File: src/rtl/guihca_pkg.sv
// Shared encodings and helpers for the guihca arithmetic/capture block
// and any tt_um siblings that reuse its prescaler.
package guihca_pkg;

    localparam logic [1:0] MODE_ADD  = 2'b00;
    localparam logic [1:0] MODE_ACC  = 2'b01;
    localparam logic [1:0] MODE_SUB  = 2'b10;
    localparam logic [1:0] MODE_HOLD = 2'b11;

    typedef enum logic [1:0] {
        ST_IDLE,
        ST_CAPTURE,
        ST_DONE
    } cap_state_t;

    // Index/counter width for a range of n values, never narrower than one bit.
    function automatic int addr_w(input int n);
        return (n > 1) ? $clog2(n) : 1;
    endfunction

endpackage

File: src/rtl/guihca_prescaler.sv
// Free-running divider: while run is high it counts 0..MAX_COUNT-1 and pulses tick on the last count.
// The counter holds when run is low; the parent clears it through rst_n.
module guihca_prescaler
    import guihca_pkg::*;
#(
    parameter int MAX_COUNT = 10_000_000
) (
    input  logic clk,
    input  logic rst_n,
    input  logic run,
    output logic tick
);

    localparam int              CW   = addr_w(MAX_COUNT);
    localparam logic [CW-1:0]   LAST = CW'(MAX_COUNT - 1);

    logic [CW-1:0] count;

    assign tick = run && (count == LAST);

    always_ff @(posedge clk) begin
        if (!rst_n) begin
            count <= '0;
        end else if (run) begin
            count <= tick ? '0 : count + CW'(1);
        end
    end

endmodule

File: src/rtl/guihca_acc_capture.sv
// Registered add/accumulate/subtract datapath plus a prescaled serial
// capture engine that fills a DEPTH-bit buffer for indexed readback.
module guihca_acc_capture
    import guihca_pkg::*;
#(
    parameter int WIDTH     = 8,
    parameter int DEPTH     = 64,
    parameter int MAX_COUNT = 10_000_000
) (
    input  logic                       clk,
    input  logic                       rst_n,
    input  logic                       ena,
    input  logic [WIDTH-1:0]           a_in,
    input  logic [WIDTH-1:0]           b_in,
    input  logic [1:0]                 mode,
    input  logic                       sample_bit,
    input  logic                       cap_start,
    input  logic [addr_w(DEPTH)-1:0]   cap_addr,
    output logic [WIDTH-1:0]           result,
    output logic                       carry,
    output logic                       cap_busy,
    output logic                       cap_done,
    output logic                       cap_data
);

    localparam int AW = addr_w(DEPTH);

    logic [WIDTH-1:0] acc;
    logic [WIDTH:0]   sum_ab;
    logic [WIDTH:0]   sum_acc;
    logic [WIDTH:0]   diff;

    assign sum_ab  = {1'b0, a_in} + {1'b0, b_in};
    assign sum_acc = {1'b0, acc}  + {1'b0, a_in};
    // The extra top bit of an unsigned WIDTH+1 subtraction is exactly the borrow (a_in < b_in).
    assign diff    = {1'b0, a_in} - {1'b0, b_in};

    always_ff @(posedge clk) begin
        if (!rst_n) begin
            result <= '0;
            carry  <= 1'b0;
            acc    <= '0;
        end else if (ena) begin
            case (mode)
                MODE_ADD: {carry, result} <= sum_ab;
                MODE_ACC: begin
                    {carry, acc} <= sum_acc;
                    result       <= sum_acc[WIDTH-1:0];
                end
                MODE_SUB: {carry, result} <= diff;
                MODE_HOLD: ;
            endcase
        end
    end

    cap_state_t     state;
    logic [AW-1:0]  bit_cnt;
    logic [DEPTH-1:0] buffer;
    logic           tick;
    logic           presc_run;
    logic           presc_rst_n;

    // Holding under ena=0 comes from run dropping; clearing outside CAPTURE is folded into its sync reset.
    assign presc_run   = ena && (state == ST_CAPTURE);
    assign presc_rst_n = rst_n && !(ena && (state != ST_CAPTURE));

    guihca_prescaler #(
        .MAX_COUNT (MAX_COUNT)
    ) u_prescaler (
        .clk   (clk),
        .rst_n (presc_rst_n),
        .run   (presc_run),
        .tick  (tick)
    );

    always_ff @(posedge clk) begin
        if (!rst_n) begin
            state    <= ST_IDLE;
            bit_cnt  <= '0;
            buffer   <= '0;
            cap_busy <= 1'b0;
            cap_done <= 1'b0;
            cap_data <= 1'b0;
        end else if (ena) begin
            cap_data <= buffer[cap_addr];
            case (state)
                ST_IDLE, ST_DONE: begin
                    if (cap_start) begin
                        bit_cnt  <= '0;
                        cap_done <= 1'b0;
                        cap_busy <= 1'b1;
                        state    <= ST_CAPTURE;
                    end
                end
                ST_CAPTURE: begin
                    if (tick) begin
                        buffer[bit_cnt] <= sample_bit;
                        bit_cnt         <= bit_cnt + AW'(1);
                        if (bit_cnt == AW'(DEPTH - 1)) begin
                            state    <= ST_DONE;
                            cap_busy <= 1'b0;
                            cap_done <= 1'b1;
                        end
                    end
                end
                default: state <= ST_IDLE;
            endcase
        end
    end

endmodule

File: config.mk
export PLATFORM = sky130hd
export DESIGN_NAME = guihca_acc_capture
export DESIGN_NICKNAME = d
export VERILOG_FILES = /design/src/rtl/guihca_pkg.sv /design/src/rtl/guihca_prescaler.sv /design/src/rtl/guihca_acc_capture.sv
export SDC_FILE = /design/constraint.sdc
export NUM_CORES = 1
export LEC_CHECK = 0
export ABC_CLOCK_PERIOD_IN_PS = 4000
export CORE_MARGIN = 8
export CORE_UTILIZATION = 27
export DETAILED_ROUTE_END_ITERATION = 10
export HOLD_SLACK_MARGIN = 0.02
export PLACE_DENSITY = 0.48
export SYNTH_ARGS = -nofsm -noshare
export SYNTH_HDL_FRONTEND = slang
export SYNTH_SLANG_ARGS = --single-unit
export TNS_END_PERCENT = 30
File: constraint.sdc
create_clock -name clk -period 4 [get_ports clk]
set_clock_uncertainty 0.05 [all_clocks]
set_input_delay 0.8 -clock clk [delete_from_list [all_inputs] [get_ports clk]]
set_output_delay 0.8 -clock clk [all_outputs]
set_load 0.05 [all_outputs]
After elaboration in Yosys (flattened, before gate mapping)
Cells that the tools add are included.
{"block": "word_totals", "register_bits": 116, "latchBits": 0, "ram_bits": 0, "rom_bits": 0, "out_inout_bits": 12, "elab_cells": 68, "memories": 0}
{"block": "classes", "add_sub_neg": 5, "multipliers": 0, "div_mod_pow": 0, "n_lt_le_gt_ge": 3, "eq_ne": 10, "n_shift": 0, "n_mux": 23, "bitwise_logic": 0, "reduce_logical": 17}
{"op": "bitwise mux 64 bit", "count": 1}
{"op": "adder 24 x 1 -> 24 bit, second input constant", "count": 1}
{"op": "== test 24 bit, second input constant", "count": 1}
{"op": "two-way mux 24 bit", "count": 1}
{"op": "one-hot mux 8 bit (3 select lines)", "count": 1}
{"op": "adder 8 x 8 -> 9 bit", "count": 2}
{"op": "less-than comparator 6 x 7 -> 1 bit, second input constant", "count": 2}
{"op": "two-way mux 6 bit", "count": 2}
{"op": "one-hot mux 6 bit (2 select lines)", "count": 1}
{"op": "subtractor 8 x 8 -> 9 bit", "count": 1}
{"op": "two-way mux 1 bit", "count": 8}
{"op": "AND reduction 4 bit", "count": 2}
{"op": "adder 6 x 1 -> 6 bit, second input constant", "count": 1}
{"op": "binary-select mux 1 bit (select 6 bit)", "count": 1}
{"op": "demux 1 bit (select 6 bit)", "count": 1}
{"op": "== test 6 bit, second input constant", "count": 1}
{"op": ">= comparator 6 x 1 -> 1 bit, second input constant", "count": 1}
{"op": "two-way mux 2 bit", "count": 3}
{"op": "inequality test 2 x 1 -> 1 bit, second input constant", "count": 3}
{"op": "logical AND 1 bit", "count": 5}
{"op": "AND reduction 5 bit", "count": 1}
{"op": "== test 2 x 1 -> 1 bit, second input constant", "count": 2}
{"op": "== test 2 bit, second input constant", "count": 2}
{"op": "logical NOT 2 bit", "count": 2}
{"op": "other kinds (10)", "count": 12}

Depth between registers and ports, before layout
{"block": "depth", "depth_word": 5, "mapped_depth": 9}

By module
From an unflattened synthesis, not the netlist that was laid out.
{"block": "unflattened", "hier_cells": 828, "hier_area_um2": 6906.6}
{"mod": "guihca_acc_capture", "instances": 1, "cells_per_inst": 693, "area_per_inst_um2": 5760.5}
{"mod": "guihca_prescaler", "instances": 1, "cells_per_inst": 135, "area_per_inst_um2": 1146.1}

Least setup slack after synthesis
OpenSTA, ideal clock, no wires.
{"block": "synth_timing", "path_type": "input to register", "startpoint": "input port a_in[0]", "endpoint": "register result[6]", "setup_time_ns": 0.086, "t_arrival_ns": 2.364, "t_required_ns": 3.864, "slack_ns": 1.501, "path_stages": 9, "path_buffers": 0, "path_cell_list": "inv_1 > ha_1 > fa_1 > nor2b_1 > o31a_1 > o21a_1 > nor3_1 > or3_1 > a211oi_1"}
{"block": "synth_between", "elab_chain_cells": 2}
{"item": "from (decl)", "line": "guihca_acc_capture.sv:13", "rtl": "input logic [WIDTH-1:0] a_in,"}
{"item": "subtractor 8 x 8 -> 9 bit, or another cell as far along", "line": "guihca_acc_capture.sv:36", "rtl": "assign diff = {1'b0, a_in} - {1'b0, b_in};"}
{"item": "one-hot mux 8 bit (3 select lines) (*)", "line": "guihca_acc_capture.sv:44", "rtl": "case (mode)"}
{"item": "to (signal assigned)", "line": "guihca_acc_capture.sv:45", "rtl": "MODE_ADD: {carry, result} <= sum_ab;"}
{"item": "to (signal assigned)", "line": "guihca_acc_capture.sv:48", "rtl": "result <= sum_acc[WIDTH-1:0];"}
{"item": "to (signal assigned)", "line": "guihca_acc_capture.sv:50", "rtl": "MODE_SUB: {carry, result} <= diff;"}
{"item": "to (decl)", "line": "guihca_acc_capture.sv:19", "rtl": "output logic [WIDTH-1:0] result,"}
Every way passes the cells marked *; elsewhere a longest branch is shown, timed or not.
A chain may end at the register's enable or synchronous reset.

Final worst setup path
{"block": "layout_timing", "startpoint": "input port ena", "endpoint": "register buffer[33]"}
{"block": "layout_between", "elab_chain_cells": 3}
{"item": "from (decl)", "line": "guihca_acc_capture.sv:12", "rtl": "input logic ena,"}
{"item": "logical AND 1 bit", "line": "guihca_acc_capture.sv:64", "rtl": "assign presc_run = ena && (state == ST_CAPTURE);"}
{"item": "logical AND 1 bit", "line": "guihca_prescaler.sv:19", "rtl": "assign tick = run && (count == LAST);"}
{"item": "AND reduction 3 bit (no source line) (*)"}
{"item": "to (signal, indexed assignment)", "line": "guihca_acc_capture.sv:97", "rtl": "buffer[bit_cnt] <= sample_bit;"}
{"item": "to (decl)", "line": "guihca_acc_capture.sv:58", "rtl": "logic [DEPTH-1:0] buffer;"}
Marked as above.

==> flow_summary_export.csv <==
group,metric,value,unit
cts,cts_tree,"done",
critical_path,arrival,3.09,ns
global_route,antenna_found_initial,0,
critical_path,startpoint_type,"primary input",
power_and_ir_drop,p_seq_share,35.9,%
synthesis,synth.net_count,905,
cts,htree_levels,4,
synthesis,yosysTopAreaCellShare,34.80,%
power_and_ir_drop,power_frac_comb,10.7,%
critical_path,r2r_start,"u_prescaler.count[19]$_SDFFE_PN0P_",
power_and_ir_drop,p_leak,2.899,nW
synthesis,synthMostInstantiatedCell,"dfxtp_1",
drt,viasPerCell,4.988,
run,drv_cap,0,
synthesis,ys.flop_type,"dfxtp_1",
critical_path,slowest_stage,"nand4_1",
cts,cts_resized,0,
sta,min_period,2.847,ns
cts,cts_buffer_depth,2,
power_and_ir_drop,p_switching,0.0007666,W
hold_path,hp-start,"acc[0]$_SDFFE_PN0P_",
final_layout,drive_above_1_share,6.629,%
sta,fin_setup_tns,0,ns
cts,cts_buffers,17,
status,status,"complete, no violations",
sta,setup_ws,1.153,ns
synthesis,synth.area.top_cells,"dfxtp_1 35%, a21oi_1 6.7%, o21ai_0 5.9%",
global_route,grt_pass1_vias,5809,
placement,io_buffers,40,
power_and_ir_drop,vdd_drop_max,0.2810,mV
floorplanning,initial_core_util,27.44,%
sta,timing.fmax,351.3,MHz
synthesis,yosys.area.top_type,"dfxtp_1",
placement,hpwl,13170,um
synthesis,synth.ff_latch_count,116,
floorplanning,fp.dieH,173.2,um
floorplanning,die_x,173.2,um
drt,wl,19080,um
global_route,gr-usage-all-layers,12.55,%
power_and_ir_drop,swShare,23.32,%
placement,placed_area,7381,um2
power_and_ir_drop,clock_power_share,53.4,%
drt,route.detailed.drc,0,
sta,drv_slew,0,
final_layout,layout-area-overhead-vs-synth,20.70,%
synthesis,synth_edf_count,0,
synthesis,yosys-top-cells-count,"116 x dfxtp_1, 90 x a21oi_1, 90 x nor2_1",
floorplanning,die-area,30010,um2
cts,path_clk_slew,0.05,ns
sta,finalHoldViolations,0,
final_layout,final_area,8055,um2
floorplanning,io_pins,41,
critical_path,critPathLaunch,"ena",
critical_path,critPathKind,"primary input to register",
drt,vias,5981,
synthesis,ys_types,63,
final_layout,nets,924,
global_route,overflow,0,
placement,place_ws,0.7384,ns
drt,wire_per_inst,15.91,um
final_layout,stdcell_count,1199,
cts,cts-root-buf,"clkbuf_16",
placement,dp.cells,1167,
synthesis,synth_area,6674,um2
synthesis,syn_area_per_cell,7.917,um2
power_and_ir_drop,internal-power,0.002522,W
synthesis,yosysWarningCount,0,
sta,finalSetupViolations,0,
global_route,grt_max_degree,84,
final_layout,diodes,0,
floorplanning,core-area,24320,um2
critical_path,crit_required,4.25,ns
hold_path,hp-class,"register to register",
global_route,grt_pass1_wl,30980,um
critical_path,cp-end-kind,"register",
sta,slew_headroom,43.71,%
placement,place.gp.congestion,0.7895,
cts,ctsHoldBuffers,0,
synthesis,ys_seq_area_share,34.80,%
sta,finalCritPeriodShare,71.17,%
floorplanning,rows,57,
synthesis,syn_inst,843,
synthesis,synthArstFlopShare,0,%
sta,rsz0062_at_grt,"no",
critical_path,crit_fanout,16,
cts,post_cts_buffers,0,
drt,dr.pass1.iters,5,
cts,clk_latency,0.42,ns
critical_path,max_stage_delay,0.64,ns
sta,tightest_slew,0.8443,ns
power_and_ir_drop,p_per_area,408.2,nW/um2
drt,drt-initial-drc-count,409,
drt,ant_nets,0,
cts,clkSinkCount,116,
critical_path,crit_path_cell_trace,"clkdlybuf4s50_1 -> and4b_2 -> and4_1 -> nand4_1 -> o21ai_0 -> a21oi_1",
final_layout,nFillCells,2554,
[worst max-delay path, delay by kind of cell]
kind	cells	cell delay, ns
buffers and inverters	1	0.47
AO/OA/AOI/OAI	2	0.57
AND/OR/NAND/NOR	3	1.25
[metal layers]
| metal | GRT usage, % | share of wire [%] | wire (um) | up-vias |
|---|---|---|---|---|
| li1 | - | - | - | 3063 |
| met1 | 17.52 | 52 | 9926 | 2812 |
| met2 | 18.95 | 44 | 8328 | 100 |
| met3 | 3.202 | 3.9 | 750 | 6 |
| met4 | 3.018 | 0.39 | 75 | 0 |
| met5 | 0 | 0 | 0 | - |
[cell type report]
| type | count | area [um2] | area share, % |
|---|---|---|---|
| clock buffers | 22 | 474.2 | 5.887 |
| flip-flops and latches | 116 | 2322 | 28.83 |
| multi-input cells | 648 | 4050 | 50.28 |
| inverters | 26 | 97.59 | 1.212 |
| repair buffers | 53 | 505.5 | 6.275 |
| clock inverters | 10 | 200.2 | 2.485 |
| well taps | 324 | 405.4 | 5.033 |
[registers in the layout (all words and copies together) (netlist names)]
register and flops:
cap_data 1, state 2, carry 1, bit_cnt 6, buffer 64, cap_busy 1, u_prescaler.count 24, acc 8
result 8, cap_done 1
[cells in the final DEF, fill, tap and decap left out, types with 13 or more instances in the layout]
cell type	instances
dfxtp_1	116
nor2_1	90
a21oi_1	90
o21ai_0	79
nand2_1	63
nand3_1	53
clkdlybuf4s50_1	39
ha_1	30
mux2i_1	29
inv_1	24
xor2_1	20
clkbuf_16	17
nand4_1	14
nor2b_1	13
a22oi_1	13
[path summary, 6_finish.rpt]
| path | endpoint | slack (ns) | cells after the start |
|---|---|---|---|
| setup / recovery | buffer[33]$_SDFFE_PN0P_ | 1.15 | 6 |
| hold / removal | acc[0]$_SDFFE_PN0P_ | 0.41 | 2 |
| setup reg to reg | buffer[33]$_SDFFE_PN0P_ | 1.43 | 5 |
| hold reg to reg | acc[0]$_SDFFE_PN0P_ | 0.41 | 2 |
[stage by stage]
| step | hold WS (ns) | utilization, % | total power [W] |
|---|---|---|---|
| after CTS | 0.4133 | 33.12 | 0.003326 |
| after detailed placement | 0.4050 | 30.35 | 0.001557 |
| after floorplan | 0.3900 | - | 0.001433 |
| after global placement | 0.4041 | 30.35 | 0.001559 |
| after global routing | 0.4235 | 33.12 | 0.003418 |
| final | 0.4093 | 33.12 | 0.003288 |
[cell families (layout without fill, tap and decap cells)]
group | count (synthesis) | after routing | share of synthesized area (%)
adders and majority gates | 33 | 33 | 6.524
AOI/OAI and AO/OA | 235 | 235 | 20.36
xor gates and xnor gates | 29 | 29 | 3.806
and+or+nand+nor | 317 | 317 | 24.13
muxes | 34 | 34 | 5.868
DFF | 116 | 116 | 34.80
buffers and inverters | 79 | 111 | 4.518
[power by group through the flow]
stage / Sequential [W] / Combinational (W) / Clock [W]
after global routing: 0.00118 / 0.000386 / 0.00185
after global placement: 0.00121 / 0.000354 / 0
after detailed placement: 0.00120 / 0.000353 / 0
final: 0.00118 / 0.000353 / 0.00175
after floorplan: 0.00123 / 0.000199 / 0
after CTS: 0.00118 / 0.000355 / 0.00179
(Power assumes the default switching activity.)
